===== config.mk =====
export PLATFORM = sky130hd
export DESIGN_NAME = chimera_pmu_seq
export DESIGN_NICKNAME = d
export VERILOG_FILES = /design/src/rtl/chimera_pkg.sv /design/src/rtl/chimera_pmu_clu_fsm.sv /design/src/rtl/chimera_pmu_seq.sv
export SDC_FILE = /design/constraint.sdc
export NUM_CORES = 1
export LEC_CHECK = 0
export BUFFER_PORTS_ARGS = -buffer_cell sky130_fd_sc_hd__buf_2
export CAP_MARGIN = 25
export CORE_AREA = 2 2 124 126
export CTS_CLUSTER_DIAMETER = 120
export DETAILED_ROUTE_END_ITERATION = 8
export DIE_AREA = 0 0 126 128
export PLACE_DENSITY = 0.67
export SLEW_MARGIN = 20
export SYNTH_ARGS = -nofsm -noshare
export SYNTH_HDL_FRONTEND = slang
export SYNTH_SLANG_ARGS = --single-unit

===== constraint.sdc =====
create_clock -name clk_i -period 3.07 [get_ports clk_i]
set_input_delay 0.921 -clock clk_i [delete_from_list [all_inputs] [get_ports clk_i]]
set_output_delay 0.921 -clock clk_i [all_outputs]
set_load 0.005 [all_outputs]

===== src/rtl/chimera_pkg.sv =====
// Shared types and sizing helpers for the cluster power-management sequencer.
package chimera_pkg;

  localparam int unsigned DefExtClusters     = 5;
  localparam int unsigned DefClkSettleCycles = 4;
  localparam int unsigned DefRstCycles       = 8;
  localparam int unsigned DefAckTimeout      = 256;

  typedef enum logic [3:0] {
    PMU_ON,
    PMU_ISO_ON,
    PMU_GATE_ON,
    PMU_RST_ON,
    PMU_OFF,
    PMU_UNGATE,
    PMU_UNRST,
    PMU_DEISO,
    PMU_FAULT
  } pmu_state_e;

  function automatic int unsigned pmu_cnt_w(input int unsigned settle,
                                            input int unsigned rst_cyc,
                                            input int unsigned ack_to);
    int unsigned m;
    m = settle;
    if (rst_cyc > m) m = rst_cyc;
    if (ack_to > m) m = ack_to;
    return $clog2(m + 1);
  endfunction

  localparam int unsigned PmuCntW =
    pmu_cnt_w(DefClkSettleCycles, DefRstCycles, DefAckTimeout);

  // Stable states are the only ones that can take a new command.
  function automatic logic pmu_is_idle(input pmu_state_e s);
    return (s == PMU_ON) || (s == PMU_OFF) || (s == PMU_FAULT);
  endfunction

endpackage


===== src/rtl/chimera_pmu_clu_fsm.sv =====
// One cluster's power sequence: state machine, step counter and registered PMU controls.
module chimera_pmu_clu_fsm
  import chimera_pkg::*;
#(
  parameter int unsigned ClkSettleCycles = DefClkSettleCycles,
  parameter int unsigned RstCycles       = DefRstCycles,
  parameter int unsigned AckTimeout      = DefAckTimeout
) (
  input  logic       i_clk,
  input  logic       i_rst,
  input  logic       i_cmd_valid,
  input  logic       i_cmd_on,
  input  logic       i_iso_ack,
  output logic       o_rst_n,
  output logic       o_clkgate_en,
  output logic       o_iso_en,
  output logic       o_busy,
  output logic       o_off,
  output logic       o_fault,
  output pmu_state_e o_state
);

  localparam int unsigned CntW = pmu_cnt_w(ClkSettleCycles, RstCycles, AckTimeout);
  localparam logic [CntW-1:0] CntSettle = CntW'(ClkSettleCycles);
  localparam logic [CntW-1:0] CntRst    = CntW'(RstCycles);
  localparam logic [CntW-1:0] CntAck    = CntW'(AckTimeout);
  localparam logic [CntW-1:0] CntOne    = CntW'(1);

  pmu_state_e      r_state, w_next;
  logic [CntW-1:0] r_cnt, w_cnt_next, w_cnt_dec;
  logic            r_rst_n, r_gate, r_iso, r_busy, r_off, r_fault;
  logic            w_rst_n_d, w_gate_d, w_iso_d, w_busy_d, w_off_d, w_fault_d;

  assign w_cnt_dec = r_cnt - CntOne;

  always_ff @(posedge i_clk) begin
    if (i_rst) begin
      r_state <= PMU_ON;
      r_cnt   <= '0;
      r_rst_n <= 1'b1;
      r_gate  <= 1'b0;
      r_iso   <= 1'b0;
      r_busy  <= 1'b0;
      r_off   <= 1'b0;
      r_fault <= 1'b0;
    end else begin
      r_state <= w_next;
      r_cnt   <= w_cnt_next;
      r_rst_n <= w_rst_n_d;
      r_gate  <= w_gate_d;
      r_iso   <= w_iso_d;
      r_busy  <= w_busy_d;
      r_off   <= w_off_d;
      r_fault <= w_fault_d;
    end
  end

  // Timed steps leave when the counter would hit zero, so a load of N gives N cycles;
  // ack waits time out only once the counter has actually reached zero.
  always_comb begin
    w_next     = r_state;
    w_cnt_next = r_cnt;
    case (r_state)
      PMU_ON: begin
        if (i_cmd_valid && !i_cmd_on) begin
          w_next     = PMU_ISO_ON;
          w_cnt_next = CntAck;
        end
      end
      PMU_ISO_ON: begin
        if (i_iso_ack) begin
          w_next     = PMU_GATE_ON;
          w_cnt_next = CntSettle;
        end else if (r_cnt == '0) begin
          w_next = PMU_FAULT;
        end else begin
          w_cnt_next = w_cnt_dec;
        end
      end
      PMU_GATE_ON: begin
        if (r_cnt <= CntOne) begin
          w_next     = PMU_RST_ON;
          w_cnt_next = CntRst;
        end else begin
          w_cnt_next = w_cnt_dec;
        end
      end
      PMU_RST_ON: begin
        if (r_cnt <= CntOne) w_next = PMU_OFF;
        else w_cnt_next = w_cnt_dec;
      end
      PMU_OFF: begin
        if (i_cmd_valid && i_cmd_on) begin
          w_next     = PMU_UNGATE;
          w_cnt_next = CntSettle;
        end
      end
      PMU_UNGATE: begin
        if (r_cnt <= CntOne) begin
          w_next     = PMU_UNRST;
          w_cnt_next = CntRst;
        end else begin
          w_cnt_next = w_cnt_dec;
        end
      end
      PMU_UNRST: begin
        if (r_cnt <= CntOne) begin
          w_next     = PMU_DEISO;
          w_cnt_next = CntAck;
        end else begin
          w_cnt_next = w_cnt_dec;
        end
      end
      PMU_DEISO: begin
        if (!i_iso_ack) begin
          w_next = PMU_ON;
        end else if (r_cnt == '0) begin
          w_next = PMU_FAULT;
        end else begin
          w_cnt_next = w_cnt_dec;
        end
      end
      PMU_FAULT: begin
        if (i_cmd_valid && i_cmd_on) begin
          w_next     = PMU_UNGATE;
          w_cnt_next = CntSettle;
        end else if (i_cmd_valid) begin
          w_next = PMU_OFF;
        end
      end
      default: w_next = PMU_ON;
    endcase
  end

  // Controls are decoded from the next state and registered, so they track the state exactly.
  always_comb begin
    w_rst_n_d = 1'b1;
    w_gate_d  = 1'b0;
    w_iso_d   = 1'b0;
    w_busy_d  = 1'b1;
    w_off_d   = 1'b0;
    w_fault_d = 1'b0;
    case (w_next)
      PMU_ON:      w_busy_d = 1'b0;
      PMU_ISO_ON:  w_iso_d = 1'b1;
      PMU_GATE_ON: begin w_gate_d = 1'b1; w_iso_d = 1'b1; end
      PMU_RST_ON:  begin w_rst_n_d = 1'b0; w_gate_d = 1'b1; w_iso_d = 1'b1; end
      PMU_OFF: begin
        w_rst_n_d = 1'b0; w_gate_d = 1'b1; w_iso_d = 1'b1; w_busy_d = 1'b0; w_off_d = 1'b1;
      end
      PMU_UNGATE:  begin w_rst_n_d = 1'b0; w_iso_d = 1'b1; end
      PMU_UNRST:   w_iso_d = 1'b1;
      PMU_DEISO:   w_busy_d = 1'b1;
      PMU_FAULT: begin
        w_rst_n_d = 1'b0; w_gate_d = 1'b1; w_iso_d = 1'b1; w_busy_d = 1'b0; w_fault_d = 1'b1;
      end
      default:     w_busy_d = 1'b0;
    endcase
  end

  assign o_rst_n      = r_rst_n;
  assign o_clkgate_en = r_gate;
  assign o_iso_en     = r_iso;
  assign o_busy       = r_busy;
  assign o_off        = r_off;
  assign o_fault      = r_fault;
  assign o_state      = r_state;

endmodule


===== src/rtl/chimera_pmu_seq.sv =====
// Command front-end for the per-cluster power sequencers: decode, back-pressure and index errors.
module chimera_pmu_seq
  import chimera_pkg::*;
#(
  parameter int unsigned ExtClusters     = DefExtClusters,
  parameter int unsigned ClkSettleCycles = DefClkSettleCycles,
  parameter int unsigned RstCycles       = DefRstCycles,
  parameter int unsigned AckTimeout      = DefAckTimeout,
  localparam int unsigned CluIdxW        = (ExtClusters > 1) ? $clog2(ExtClusters) : 1
) (
  input  logic                   clk_i,
  input  logic                   rst_i,
  input  logic                   cmd_valid_i,
  output logic                   cmd_ready_o,
  input  logic [CluIdxW-1:0]     cmd_cluster_i,
  input  logic                   cmd_on_i,
  output logic                   cmd_err_o,
  input  logic [ExtClusters-1:0] iso_ack_clusters_i,
  output logic [ExtClusters-1:0] rst_clusters_no,
  output logic [ExtClusters-1:0] clkgate_en_clusters_o,
  output logic [ExtClusters-1:0] iso_en_clusters_o,
  output logic [ExtClusters-1:0] busy_o,
  output logic [ExtClusters-1:0] off_o,
  output logic [ExtClusters-1:0] fault_o
);

  // Handshake: a command transfers on a cycle where cmd_valid_i && cmd_ready_o; ready depends
  // only on the addressed cluster being in a stable state (or the index being out of range).
  pmu_state_e             w_state [ExtClusters];
  logic [ExtClusters-1:0] w_idle, w_cmd_valid;
  logic                   w_idx_ok, w_accept;
  logic                   r_cmd_err;

  assign w_idx_ok = (32'(cmd_cluster_i) < ExtClusters);

  always_comb begin
    cmd_ready_o = 1'b1;
    if (w_idx_ok) cmd_ready_o = w_idle[cmd_cluster_i];
  end

  assign w_accept = cmd_valid_i && cmd_ready_o;

  for (genvar gi = 0; gi < ExtClusters; gi++) begin : g_clu
    assign w_idle[gi]      = pmu_is_idle(w_state[gi]);
    assign w_cmd_valid[gi] = w_accept && w_idx_ok && (cmd_cluster_i == CluIdxW'(gi));

    chimera_pmu_clu_fsm #(
      .ClkSettleCycles(ClkSettleCycles),
      .RstCycles      (RstCycles),
      .AckTimeout     (AckTimeout)
    ) u_fsm (
      .i_clk       (clk_i),
      .i_rst       (rst_i),
      .i_cmd_valid (w_cmd_valid[gi]),
      .i_cmd_on    (cmd_on_i),
      .i_iso_ack   (iso_ack_clusters_i[gi]),
      .o_rst_n     (rst_clusters_no[gi]),
      .o_clkgate_en(clkgate_en_clusters_o[gi]),
      .o_iso_en    (iso_en_clusters_o[gi]),
      .o_busy      (busy_o[gi]),
      .o_off       (off_o[gi]),
      .o_fault     (fault_o[gi]),
      .o_state     (w_state[gi])
    );
  end

  always_ff @(posedge clk_i) begin
    if (rst_i) r_cmd_err <= 1'b0;
    else       r_cmd_err <= w_accept && !w_idx_ok;
  end

  assign cmd_err_o = r_cmd_err;

endmodule


==> results of run 1 <==
==> synth_stat cells, types with 13 or more instances <==
| cell | count |
|---|---|
| sky130_fd_sc_hd__inv_1 | 36 |
| sky130_fd_sc_hd__nor2_1 | 75 |
| sky130_fd_sc_hd__dfxtp_1 | 96 |
| sky130_fd_sc_hd__buf_4 | 33 |
| sky130_fd_sc_hd__buf_2 | 23 |
| sky130_fd_sc_hd__clkbuf_1 | 30 |
| sky130_fd_sc_hd__nand3b_1 | 13 |
| sky130_fd_sc_hd__nand4_1 | 13 |
| sky130_fd_sc_hd__nand2_1 | 66 |
| sky130_fd_sc_hd__nand3_1 | 24 |
| sky130_fd_sc_hd__a21oi_1 | 76 |
| sky130_fd_sc_hd__nor3_1 | 31 |
| sky130_fd_sc_hd__a211oi_1 | 18 |
| sky130_fd_sc_hd__o21ai_0 | 38 |
| sky130_fd_sc_hd__a31oi_1 | 25 |
| sky130_fd_sc_hd__or3_1 | 18 |
==> final timing paths <==
| path | from | endpoint | slack, ns |
|---|---|---|---|
| min reg2reg | g_clu[2].u_fsm.r_cnt[1] | g_clu[2].u_fsm.r_cnt[1] | 0.51 |
| max | cmd_cluster_i[0] | cmd_ready_o | 0.13 |
| max reg2reg | g_clu[4].u_fsm.r_cnt[0] | g_clu[4].u_fsm.o_clkgate_en | 0.50 |
| min | g_clu[2].u_fsm.r_cnt[1] | g_clu[2].u_fsm.r_cnt[1] | 0.51 |
==> per-stage QoR <==
stage | hold slack (ns) | instance area, µm² | cells | total power [mW] | setup slack, ns
finish | 0.512 | 7750 | 1121 | 3.86 | 0.135
global route | 0.537 | 7750 | 1121 | 4.08 | 0.0539
CTS | 0.508 | 7730 | 1121 | 3.87 | 0.0994
detailed placement | 0.496 | 7420 | 1105 | 2.69 | 0.103
global placement | 0.494 | 7420 | 1105 | 2.70 | 0.131
floorplan | 0.462 | 7240 | 934 | 2.42 | 0.303
==> registers in the layout (all words and copies together) (netlist names) <==
register / count
g_clu.u_fsm.o_iso_en: 5
g_clu.u_fsm.r_cnt: 45
g_clu.u_fsm.o_state: 20
g_clu.u_fsm.o_fault: 5
g_clu.u_fsm.o_off: 5
cmd_err_o: 1
g_clu.u_fsm.o_clkgate_en: 5
g_clu.u_fsm.o_rst_n: 5
g_clu.u_fsm.o_busy: 5
==> layer usage <==
layer	vias up	wire length (µm)	GRT usage, %
met1	3298	8780	32.4
met4	0	457	9.37
li1	3472	-	-
met3	40	966	3.21
met5	-	0	0
met2	252	8350	35.6
==> cells in the final DEF, fill, tap and decap left out, types with 6 or more instances in the layout <==
| master | netlist | layout |
|---|---|---|
| sky130_fd_sc_hd__dfxtp_1 | 96 | 96 |
| sky130_fd_sc_hd__a21oi_1 | 76 | 76 |
| sky130_fd_sc_hd__nor2_1 | 75 | 75 |
| sky130_fd_sc_hd__nand2_1 | 66 | 66 |
| sky130_fd_sc_hd__buf_2 | 23 | 43 |
| sky130_fd_sc_hd__o21ai_0 | 38 | 38 |
| sky130_fd_sc_hd__inv_1 | 36 | 36 |
| sky130_fd_sc_hd__buf_4 | 33 | 36 |
| sky130_fd_sc_hd__nor3_1 | 31 | 31 |
| sky130_fd_sc_hd__a31oi_1 | 25 | 25 |
| sky130_fd_sc_hd__nand3_1 | 24 | 24 |
| sky130_fd_sc_hd__a211oi_1 | 18 | 18 |
| sky130_fd_sc_hd__or3_1 | 18 | 18 |
| sky130_fd_sc_hd__nand4_1 | 13 | 13 |
| sky130_fd_sc_hd__nand3b_1 | 13 | 13 |
| sky130_fd_sc_hd__nand2b_1 | 12 | 12 |
| sky130_fd_sc_hd__and3_1 | 12 | 12 |
| sky130_fd_sc_hd__xnor2_1 | 11 | 11 |
| sky130_fd_sc_hd__nor4_1 | 11 | 11 |
| sky130_fd_sc_hd__nor2b_1 | 10 | 10 |
| sky130_fd_sc_hd__and2_1 | 10 | 10 |
| sky130_fd_sc_hd__o32ai_1 | 10 | 10 |
| sky130_fd_sc_hd__ha_1 | 10 | 10 |
| sky130_fd_sc_hd__o21ai_1 | 9 | 9 |
| sky130_fd_sc_hd__o211ai_1 | 9 | 9 |
| sky130_fd_sc_hd__clkbuf_16 | 0 | 9 |
| sky130_fd_sc_hd__o21bai_1 | 7 | 7 |
| sky130_fd_sc_hd__nor3b_1 | 7 | 7 |
| sky130_fd_sc_hd__o31ai_1 | 7 | 7 |
| sky130_fd_sc_hd__a21boi_0 | 7 | 7 |
| sky130_fd_sc_hd__a311oi_1 | 7 | 7 |
| sky130_fd_sc_hd__or4_1 | 6 | 6 |
| sky130_fd_sc_hd__a22oi_1 | 6 | 6 |
| sky130_fd_sc_hd__nor3_2 | 6 | 6 |
| sky130_fd_sc_hd__xor2_1 | 6 | 6 |
==> worst register-to-register path, cell delays in order, from the launching register on <==
cell and delay [ns]:
sky130_fd_sc_hd__dfxtp_1 0.36, sky130_fd_sc_hd__inv_1 0.08, sky130_fd_sc_hd__ha_1 0.20, sky130_fd_sc_hd__nor4b_4 0.43, sky130_fd_sc_hd__nand2_1 0.28, sky130_fd_sc_hd__a21o_1 0.25
sky130_fd_sc_hd__a31oi_2 0.39, sky130_fd_sc_hd__mux2_2 0.38, sky130_fd_sc_hd__a21oi_1 0.13
==> final cells by class <==
type	instances	area share, %
Clock buffer	12	3.31
Multi-Input combinational cell	703	60.0
Sequential cell	96	24.8
Tap cell	188	3.04
Inverter	39	1.89
Clock inverter	4	0.662
Timing Repair Buffer	79	6.26
==> logic make-up after synthesis <==
logic type	share of synthesized area (%)
and+or+nand+nor	28.7
buffers and inverters	9.42
adders and majority gates	1.73
DFF	26.6
muxes	0.709
xor gates and xnor gates	2.06
AOI/OAI and AO/OA	30.8
==> what timing repair did <==
action                                  CTS  global route
resized for setup                         0             3
hold buffers                              0             0
endpoints found under the setup margin    0             1
setup buffers                             0             0
==> power by group <==
part	switching, mW	internal [mW]	leakage [nW]
combinational	0.774	0.522	1.96
clock	0.491	0.678	0.149
sequential	0.0769	1.32	0.776
==> results by stage, run 1 <==
Clocking:
- The number of buffers added by the clock tree synthesis step is 9.
- After clock tree synthesis, the clock-pin slew on the worst setup and hold paths is 0.06 ns.
- The clock root buffer is sky130_fd_sc_hd__clkbuf_16.
- The H-tree depth is 3.
- The deepest clock path buffer count is 2.
- Clock latency on the worst-skew pair, taken at its later pin, is 0.35 ns.
- CTS saw 96 sinks.
- TritonCTS built the clock tree.

Logic synthesis:
- Yosys mapped a number of flops with a built-in enable equal to 0.
- The mean instance size in the synthesized netlist is 7.75 µm².
- The share of flip-flops with an asynchronous set or reset is 0%.
- Of the synthesized area, sequential elements account for 26.6%.
- Synthesis produced a netlist with a net count of 956.
- The synthesis warning total is 0.
- In this run, distinct cell masters in the synthesized netlist total 105.
- The mapped netlist covers 7240 µm².
- The post-synthesis instance total is 934.
- The top cell type by total area after synthesis is sky130_fd_sc_hd__dfxtp_1.
- Yosys attributes the largest share of cell area to sky130_fd_sc_hd__dfxtp_1 27%, sky130_fd_sc_hd__a21oi_1 5.3%, sky130_fd_sc_hd__nor2_1 3.9%.
- The register bit count reported by yosys is 96.
- For this run, the leading register cell type out of synthesis is sky130_fd_sc_hd__dfxtp_1.
- After synthesis, the largest area contributor takes up 26.6% of total cell area.

Worst hold path:
- The number of stages on the worst hold path is 2.
- The path class of the tightest hold or removal check is register to register.

STA:
- The post-route clock skew is 0.00492 ns.
- Setup repair after global routing left no endpoint under its margin.
- The slew at the pin closest to its max-slew limit is 0.857 ns.
- The final setup violation count is 0.
- The max-slew violation total from the final report is 0.
- Setup total negative slack on the finished layout was measured at 0 ns.
- The total count of hold-check failures in the final report was 0.
- The final critical path takes up 95.6% of the cycle.
- The max-slew headroom at the worst pin is 42.5%.
- Counting I/O delays and the setup requirement, the final critical path takes 2.94 ns.
- The top achievable clock speed is 0.341 GHz.

Placement:
- The count of buffers added on input and output ports is 43.
- The half-perimeter wire length after detailed placement is 13100 µm.
- The final weighted congestion in routability-driven placement is 0.916.

Floorplan:
- The starting density of the core is 48.7%.
- The die is 126 µm wide.
- The die extent in y is 128 µm.
- In this run the count of I/O pins placed on the die edge is 44.
- The placeable core area is 14900 µm².
- Row generation in the floorplan step produced 45 rows.
- The die covers 16100 µm².

Critical path:
- The critical path contains buffers and inverters numbering 2 combined.
- On the worst path, the slowest cell contributes a delay of 0.34 ns.
- The worst endpoint required time is 2.15 ns.
- The category of the worst setup path capture point is a primary output.
- The worst register-to-register path has a depth of 8.
- The family with the most delay on the worst path is compound AO/OA/AOI/OAI gates.
- The signal on the critical path passes through buf_2 -> a2111oi_2 -> a21oi_1 -> a21oi_1 -> o22a_1 -> buf_2.
- STA puts the critical path data arrival time at 2.01 ns.
- STA classifies the critical path startpoint as an input pin.
- The biggest fanout along the worst timing path is 7.
- The number of cells on the critical path is 6.
- The standard cell with the maximum stage delay on the critical path is sky130_fd_sc_hd__a2111oi_2.
- The type of the worst setup path is input pin to primary output.

Route:
- Using the TritonRoute via totals, the vias-per-cell ratio works out to 6.30.
- The routed length per instance is 16.5 µm.
- The routed layout has 7062 vias.
- The count of unresolved DRC violations after routing is 0.
- The number of nets with antenna violations after routing is 0.
- The first-pass detailed-route iteration total is 5.
- For this block, the routed nets add up to 18600 µm of wire.
- The detailed router finished its first iteration with 802 violations.

GRT:
- Entering global routing, the biggest net connects 28 pins.
- The overall routing resource usage is 23.1%.
- The number of global-route vias before repair is 6242.
- The total overflow left after global routing is 0.
- The first global-routing pass estimated 31200 µm of wire.
- The initial antenna violation count is 0.

Cells and area:
- The share of cells above drive strength 1 is 16.1%.
- The count of fill cells added during filler insertion is 1437.
- The area taken by flip-flops and latches is 1920 µm².
- The repair_antennas step left the layout with diodes totalling 0.
- In the final design database the tool counted 950 nets.
- The area growth from synthesis to final layout is 7.07%.
- Measured on the finished design, the core utilization comes to 52.1%.
- In the final layout, the multi-input gates occupy 4650 µm².

Pwr:
- The peak ir drop on the vdd network is 0.336 mV.
- In this run the power density over the cells is 499 nW/µm².
- In this run the static leakage power is 2.89 nW.

Outcome:
- The run finished with clean final reports.

Flow run:
- The number of violations of the max-capacitance limit is 0.
Power figures use the tool's default switching activity.
==> inputs of run 2 (changes only) <==
--- a/config.mk
+++ b/config.mk
@@ -11,6 +11,7 @@
 export CTS_CLUSTER_DIAMETER = 120
 export DETAILED_ROUTE_END_ITERATION = 8
 export DIE_AREA = 0 0 126 128
+export MAX_ROUTING_LAYER = met4
 export PLACE_DENSITY = 0.67
 export SLEW_MARGIN = 20
 export SYNTH_ARGS = -nofsm -noshare
==> run 2 against run 1 <==
Die area unchanged. Utilization unchanged. First-iteration DRC count increased by 4.2%. Critical path type unchanged. Combinational power about the same. Hold slack about the same. Clock power about the same.
==> results by stage, run 2 (same netlist as run 1, synthesis figures left out) <==
Outcome:
- The flow ran to the end, and the final reports show no timing, DRC or antenna violations.

STA:
- Counting I/O delays and the setup requirement, the final critical path takes 2.93 ns.
- The top achievable clock speed is 0.341 GHz.
- The slew at the pin closest to its max-slew limit is 0.850 ns.
- Across the routed clock network, the largest skew measured is 0.00505 ns.
- Setup violations remaining at the end of the flow were counted as 0.
- Setup repair after global routing left no endpoint under its margin.
- The accumulated negative setup slack is 0 ns.
- The max-slew violation total from the final report came to 0.
- The total count of hold-check failures in the final report is 0.
- The max-slew headroom at the worst pin is 43.0%.
- The post-route fraction of the period consumed by the critical path is 95.5%.
- After layout, the worst setup slack is 0.138 ns.

Cells and area:
- The net count reported at finish is 950.
- Ranked by flip-flop count, first place goes to g_clu.u_fsm.r_cnt.
- Cells with a size suffix above 1 make up 16.1% of the layout.
- The count of fill cells added during filler insertion is 1437.
- The top cell types in the final layout, fill and taps aside, are 96 x sky130_fd_sc_hd__dfxtp_1, 76 x sky130_fd_sc_hd__a21oi_1, 75 x sky130_fd_sc_hd__nor2_1, 66 x sky130_fd_sc_hd__nand2_1, 43 x sky130_fd_sc_hd__buf_2.
- From synthesis to final layout, the design area changed by 7.07%.
- The footprint of the multi-input gates is 4650 µm².
- Once layout is complete, the utilization of the core stands at 52.1%.
- The antenna diode count is 0.
- The leading cell type in the layout, fill and taps excluded is sky130_fd_sc_hd__dfxtp_1.
- The flip-flop count of the largest register after layout is 45.
- Summing all flip-flop and latch instances after layout gives 1920 µm².

Floorplan:
- The floorplan row count is 45.
- The number of ports placed on the die boundary is 44.
- The placeable core area is 14900 µm².
- The full die area is 16100 µm².
- Once the floorplan was initialized, standard cells occupied 48.7% of the core.
- The die extent in y is 128 µm.
- The die is 126 µm wide.

Clocking:
- The clock latency on the worst-skew pair is 0.35 ns.
- The clock net in this run drives a total of 96 sinks.
- The H-tree depth is 3.
- The post-CTS setup buffer count is 0.
- No sink is reached through more buffers than the 2 on the longest clock path.
- The clock tree from TritonCTS is done.
- The clock root buffer is sky130_fd_sc_hd__clkbuf_16.
- In this run, CTS created clock tree buffers numbering 9.
- The post-CTS resize count is 0.
- The clock slew seen by the registers of the worst setup and hold paths is 0.06 ns.
- The cts-stage hold buffer count is 0.

GRT:
- In the global route stage, overall resource usage came out at 23.7%.
- The initial antenna violation count is 0.
- Global routing finished with a remaining overflow of 0.
- The number of global-route vias before repair came to 6233.
- Entering global routing, the biggest net connects 28 pins.
- The global-route wire length before repair is 31200 µm.

Route:
- The final wirelength is 18500 µm.
- The via total after detailed routing is 7097.
- After detailed routing, the number of remaining DRC violations is 0.
- Dividing the detail-routed via count by the number of cells gives 6.33.
- After detailed routing, the average wire length per cell comes to 16.5 µm.
- The detail route stage leaves a number of antenna-violating nets equal to 0.
- For this block, the initial DRC count from the detailed router was 836.
- The first-pass detailed-route iteration total is 5.

Critical path:
- The standard cell with the maximum stage delay on the critical path is sky130_fd_sc_hd__a2111oi_2.
- In this run the worst path has a maximum fanout of 7.
- The family with the most delay on the worst path is compound AO/OA/AOI/OAI gates.
- The signal on the critical path passes through buf_2 -> a2111oi_2 -> a21oi_1 -> a21oi_1 -> o22a_1 -> buf_2.
- STA puts the critical path data required time at 2.15 ns.
- Counting cells, the worst reg-to-reg path comes to 8.
- The sort of element at the start of the critical path is an input pin.
- The category of the worst setup path capture point is a primary output.
- The number of cells on the critical path is 6.
- Together, buffers and inverters on the worst path number 2.
- For this run, the slowest stage of the critical path takes 0.34 ns.
- The type of the worst setup path is input pin to primary output.
- Data arrives at the worst endpoint at 2.01 ns.

Pwr:
- The peak ir drop on the vdd network is 0.334 mV.
- The leakage power figure is 2.89 nW.
- The power density over cell area is 498 nW/µm².

Placement:
- The HPWL after detailed placement is 13100 µm.
- Before CTS, the worst setup slack after placement is 0.103 ns.
- Port buffering added 43 buffers.
- Routability-driven placement finished with a final weighted congestion of 0.932.

Worst hold path:
- Along the worst hold path, the cell count comes to 2.
- The worst hold path class is register to register.

Flow run:
- The number of violations of the max-capacitance limit is 0.
[run 2: cell counts in the layout (fill, tap and decap cells not counted)]
No cell type changed its count.
[run 2: area by class of cell]
class                           instances  share of cell area [%]
Tap cell                              188                    3.04
Clock buffer                           12                    3.31
Multi-Input combinational cell        703                    60.0
Clock inverter                          4                   0.662
Timing Repair Buffer                   79                    6.26
Sequential cell                        96                    24.8
Inverter                               39                    1.89
[run 2: worst reg2reg max path, cell delays in order, from the launching register on]
cell and delay (ns):
sky130_fd_sc_hd__dfxtp_1 0.36, sky130_fd_sc_hd__inv_1 0.08, sky130_fd_sc_hd__ha_1 0.20, sky130_fd_sc_hd__nor4b_4 0.43, sky130_fd_sc_hd__nand2_1 0.28, sky130_fd_sc_hd__a21o_1 0.25
sky130_fd_sc_hd__a31oi_2 0.39, sky130_fd_sc_hd__mux2_2 0.38, sky130_fd_sc_hd__a21oi_1 0.13
[run 2: path summary, 6_finish.rpt]
path,start,end,slack (ns)
setup / recovery,cmd_cluster_i[0],cmd_ready_o,0.14
hold / removal,g_clu[2].u_fsm.r_cnt[1],g_clu[2].u_fsm.r_cnt[1],0.51
setup reg to reg,g_clu[4].u_fsm.r_cnt[0],g_clu[4].u_fsm.o_clkgate_en,0.50
hold reg to reg,g_clu[2].u_fsm.r_cnt[1],g_clu[2].u_fsm.r_cnt[1],0.51
[run 2: power breakdown]
group | internal [mW] | leakage, nW | switching [mW]
combinational | 0.522 | 1.96 | 0.767
clock | 0.678 | 0.149 | 0.492
sequential | 1.32 | 0.776 | 0.0762
[run 2: metal layers]
metal / global-route usage (%) / share of wire, % / up-vias
met5: - / 0 / -
met4: 8.21 / 2.4 / 0
met3: 3.80 / 6.2 / 37
met2: 35.6 / 44 / 297
met1: 32.5 / 47 / 3286
li1: - / - / 3477
[run 2: stage by stage]
stage	hold slack [ns]	instances	instance area, µm²	total power, mW
after floorplan	0.462	934	7240	2.42
after global placement	0.494	1105	7420	2.70
after detailed placement	0.496	1105	7420	2.69
after global routing	0.537	1121	7750	4.08
final	0.512	1121	7750	3.86
after CTS	0.508	1121	7730	3.87
==> inputs of run 3 (changes only) <==
--- a/config.mk
+++ b/config.mk
@@ -5,12 +5,13 @@
 export SDC_FILE = /design/constraint.sdc
 export NUM_CORES = 1
 export LEC_CHECK = 0
+export ABC_AREA = 1
 export BUFFER_PORTS_ARGS = -buffer_cell sky130_fd_sc_hd__buf_2
 export CAP_MARGIN = 25
-export CORE_AREA = 2 2 124 126
+export CORE_AREA = 2 2 120 122
 export CTS_CLUSTER_DIAMETER = 120
 export DETAILED_ROUTE_END_ITERATION = 8
-export DIE_AREA = 0 0 126 128
+export DIE_AREA = 0 0 122 124
 export MAX_ROUTING_LAYER = met4
 export PLACE_DENSITY = 0.67
 export SLEW_MARGIN = 20
==> run 3 against run 2 <==
Combinational power is 140% higher. Worst setup slack improved by 0.17 ns. Utilization grew 0.95 points. Cell area shrank 6.0%. Wire length fell by 15%. Power rose by 55%. Flip-flop and latch count is the same. Largest power group is now combinational cells.
==> results by stage, run 3 <==
Cells and area:
- The antenna diode count is 0.
- Counting the fill cells in the layout gives 1411.
- The library cell used most frequently in the layout, excluding fill and tap cells, is sky130_fd_sc_hd__nand2_1.
- In the final layout, the multi-input gates occupy 3870 µm².
- The area growth from synthesis to final layout is 6.79%.
- After routing the design area is 7280 µm².
- The post-route netlist has 11.9% of its cells at a drive strength greater than 1.
- For this run, the post-layout net count is 1126.
- The area taken by flip-flops and latches is 1920 µm².
- Excluding fillers, the count of instances in the completed layout stands at 1289.
- Ranked by flip-flop count, first place goes to g_clu.u_fsm.r_cnt.
- The final core area utilization is 53.1%.
- The flip-flop count of the largest register after layout is 45.
- The top cell types in the final layout, fill and taps aside, are 217 x sky130_fd_sc_hd__nand2_1, 169 x sky130_fd_sc_hd__inv_1, 169 x sky130_fd_sc_hd__nor2_1, 96 x sky130_fd_sc_hd__dfxtp_1, 73 x sky130_fd_sc_hd__o21ai_0.

Critical path:
- Of all nets on the critical path, the largest fanout is 4.
- STA classifies the critical path endpoint as a primary output.
- The worst endpoint required time is 2.15 ns.
- The worst reg2reg path startpoint is g_clu[1].u_fsm.r_cnt[0].
- Counting cells, the worst reg-to-reg path comes to 15.
- The sort of element at the start of the critical path is an input pin.
- In this run the critical register-to-register path is captured at g_clu[1].u_fsm.o_clkgate_en.
- For the worst setup path, the data arrival time is 1.84 ns.
- The type of the worst setup path is input pin to primary output.
- Traced cell by cell, the critical path runs through buf_2 -> inv_1 -> nand2_1 -> nor2_1 -> nand3_2 -> nand2_1 -> inv_1 -> buf_2.
- On the worst path, the slowest cell contributes a delay of 0.19 ns.
- For this design, the slowest cell found on the critical path is sky130_fd_sc_hd__nor2_1.
- Setup slack on the worst reg-to-reg path comes out at 0.79 ns.

STA:
- The post-route clock skew is 0.00753 ns.
- The total count of hold-check failures in the final report is 0.
- The worst pin sits at a relative slew slack of 59.1%.
- At the pin with the least slew margin, the transition time is 0.614 ns.
- The top achievable clock speed is 0.362 GHz.
- The max-slew violation total from the final report came to 0.
- The final worst setup slack is 0.308 ns.
- Subtracting the final worst setup slack from the clock period gives 2.76 ns.
- The final setup violation count is 0.
- The accumulated negative setup slack is 0 ns.
- Hold is met by 0.480 ns.
- Setup repair after global routing left no endpoint under its margin.
- After layout, the worst path uses 90.0% of the clock period.

Flow run:
- Across the run, the number of max-cap violations was 0.

Placement:
- The half-perimeter wire length after detailed placement is 11700 µm.
- The number of port buffers is 43.
- At the end of routability-driven placement, the weighted congestion stood at 0.931.
- The worst-case setup slack after placement is 0.306 ns.
- The number of cells in the design after placement is 1273.
- Once placement finished, the instance area stood at 6970 µm².

Route:
- In this run the remaining antenna-violating nets after routing total 0.
- The routed length per instance is 12.2 µm.
- The detail-routed via count per cell is 5.07.
- In this run, the number of DRC markers left after iteration 0 of detailed routing was 332.
- The first-pass detailed-route iteration total is 5.
- The via total after detailed routing is 6532.
- The final wirelength is 15700 µm.
- The count of unresolved DRC violations after routing is 0.

Pwr:
- Summing internal, switching and leakage power gives 5.96 mW.
- The power density over cell area is 819 nW/µm².
- The peak ir drop on the vdd network is 0.359 mV.
- The leakage power figure is 3.48 nW.

Worst hold path:
- For hold timing, the worst endpoint is g_clu[0].u_fsm.r_cnt[7].
- Along the worst hold path, the cell count comes to 2.
- In this run the most critical hold path is launched from g_clu[0].u_fsm.r_cnt[7].
- The worst hold path class is register to register.

Clocking:
- The clock slew seen by the registers of the worst setup and hold paths is 0.07 ns.
- For this design, the sink count on the clock tree is 96.
- The post-CTS setup buffer count is 0.
- The clock reaches the later pin of the worst-skew pair after 0.36 ns.
- For this design, the CTS-stage hold fixing added 0 buffers.
- Gates resized during post-CTS repair numbered 0.
- The number of buffers added by the clock tree synthesis step is 9.
- The clock tree from TritonCTS is done.
- No sink is reached through more buffers than the 2 on the longest clock path.
- The clock root buffer is sky130_fd_sc_hd__clkbuf_16.
- The H-tree generated during clock tree synthesis spans 3 levels.

Floorplan:
- The die covers 15100 µm².
- The floorplan row count is 43.
- Once the floorplan was initialized, standard cells occupied 49.7% of the core.
- The horizontal extent of the die is 122 µm.
- The die is 124 µm tall.
- The placeable core area is 13700 µm².
- During I/O placement, the number of pins put on the boundary was 44.

GRT:
- The number of global-route vias before repair is 5868.
- The overall routing resource usage is 22.4%.
- The total grt overflow is 0.
- The global-route wire length before repair is 26600 µm.
- The initial antenna violation count is 0.
- The maximum number of pins on one net before global-route repair is 47.

Logic synthesis:
- The most frequent cell after synthesis is sky130_fd_sc_hd__nand2_1.
- The share of flip-flops with an asynchronous set or reset is 0%.
- Counting flops and latches in the post-synthesis netlist gives 96.
- The number of flops mapped to enable cells by yosys is 0.
- The number of different library cells used by synthesis comes to 50.
- After synthesis, the largest area contributor takes up 28.2% of total cell area.
- The post-synthesis instance total is 1090.
- The Yosys step of the flow raised 0 warnings.
- The synthesized netlist net count is 1112.
- The leading register cell type out of synthesis is sky130_fd_sc_hd__dfxtp_1.
- sky130_fd_sc_hd__dfxtp_1 takes more of the synthesized area than any other cell.
- The register area share after synthesis is 28.2%.
- Sorting the synthesized cells by area gives the leading types as sky130_fd_sc_hd__dfxtp_1 28%, sky130_fd_sc_hd__nand2_1 12%, sky130_fd_sc_hd__inv_1 9.3%.
- By count the netlist is led by 217 x sky130_fd_sc_hd__nand2_1, 169 x sky130_fd_sc_hd__inv_1, 169 x sky130_fd_sc_hd__nor2_1.
- After synthesis the cells add up to 6820 µm².
- In this run the mean area of a mapped cell was 6.26 µm².

Outcome:
- The flow ran to the end, and the final reports show no timing, DRC or antenna violations.
run 3: cell types whose count changed after synthesis, moves of 20 or more:
cell	before	now
sky130_fd_sc_hd__buf_2	23	3
sky130_fd_sc_hd__nand3_1	24	62
sky130_fd_sc_hd__inv_1	36	169
sky130_fd_sc_hd__a31oi_1	25	5
sky130_fd_sc_hd__nor2_1	75	169
sky130_fd_sc_hd__o21ai_0	38	73
sky130_fd_sc_hd__clkbuf_1	30	7
sky130_fd_sc_hd__nand2_1	66	217
run 3: cell families (layout without fill, tap and decap cells):
| logic type | after synthesis | after routing | synth area share, % |
|---|---|---|---|
| compound gates | 206 | 206 | 17.6 |
| buf+inv | 227 | 246 | 15.0 |
| xor+xnor | 17 | 17 | 2.18 |
| fa+ha+maj | 10 | 10 | 1.83 |
| simple gates | 534 | 534 | 35.2 |
| flops | 96 | 96 | 28.2 |
run 3: how the worst max path moves through the flow:
stage	start	end
after global placement	cmd_cluster_i[0]	cmd_ready_o
final	cmd_cluster_i[0]	cmd_ready_o
after floorplan	cmd_cluster_i[0]	cmd_ready_o
after global routing	cmd_cluster_i[0]	cmd_ready_o
after CTS	cmd_cluster_i[0]	cmd_ready_o
after detailed placement	cmd_cluster_i[0]	cmd_ready_o
run 3: power breakdown:
part / switching [mW] / internal (mW)
Sequential: 0.178 / 1.49
Combinational: 2.08 / 1.02
Clock: 0.526 / 0.666
run 3: area by class of cell:
| type | instances | share of cell area (%) |
|---|---|---|
| clock buffer | 10 | 3.28 |
| multi-input combinational | 767 | 53.2 |
| clock inverter | 6 | 1.01 |
| inverter | 182 | 9.55 |
| timing repair buffer | 48 | 3.47 |
| tap | 180 | 3.09 |
| sequential | 96 | 26.4 |
run 3: critical path: cells and delay by family:
kind / cells / cell delay, ns
buf+inv: 4 / 0.38
simple gates: 4 / 0.53
run 3: layer usage:
metal  vias to the layer above  share of wire [%]  wire [µm]  global-route usage [%]
li1                       3500                  -          -                       -
met1                      2897                 48       7560                    28.3
met2                       122                 46       7220                    36.2
met3                        13                4.7        740                    4.40
met4                         0                1.3        209                    7.04
met5                         -                  0          0                       -
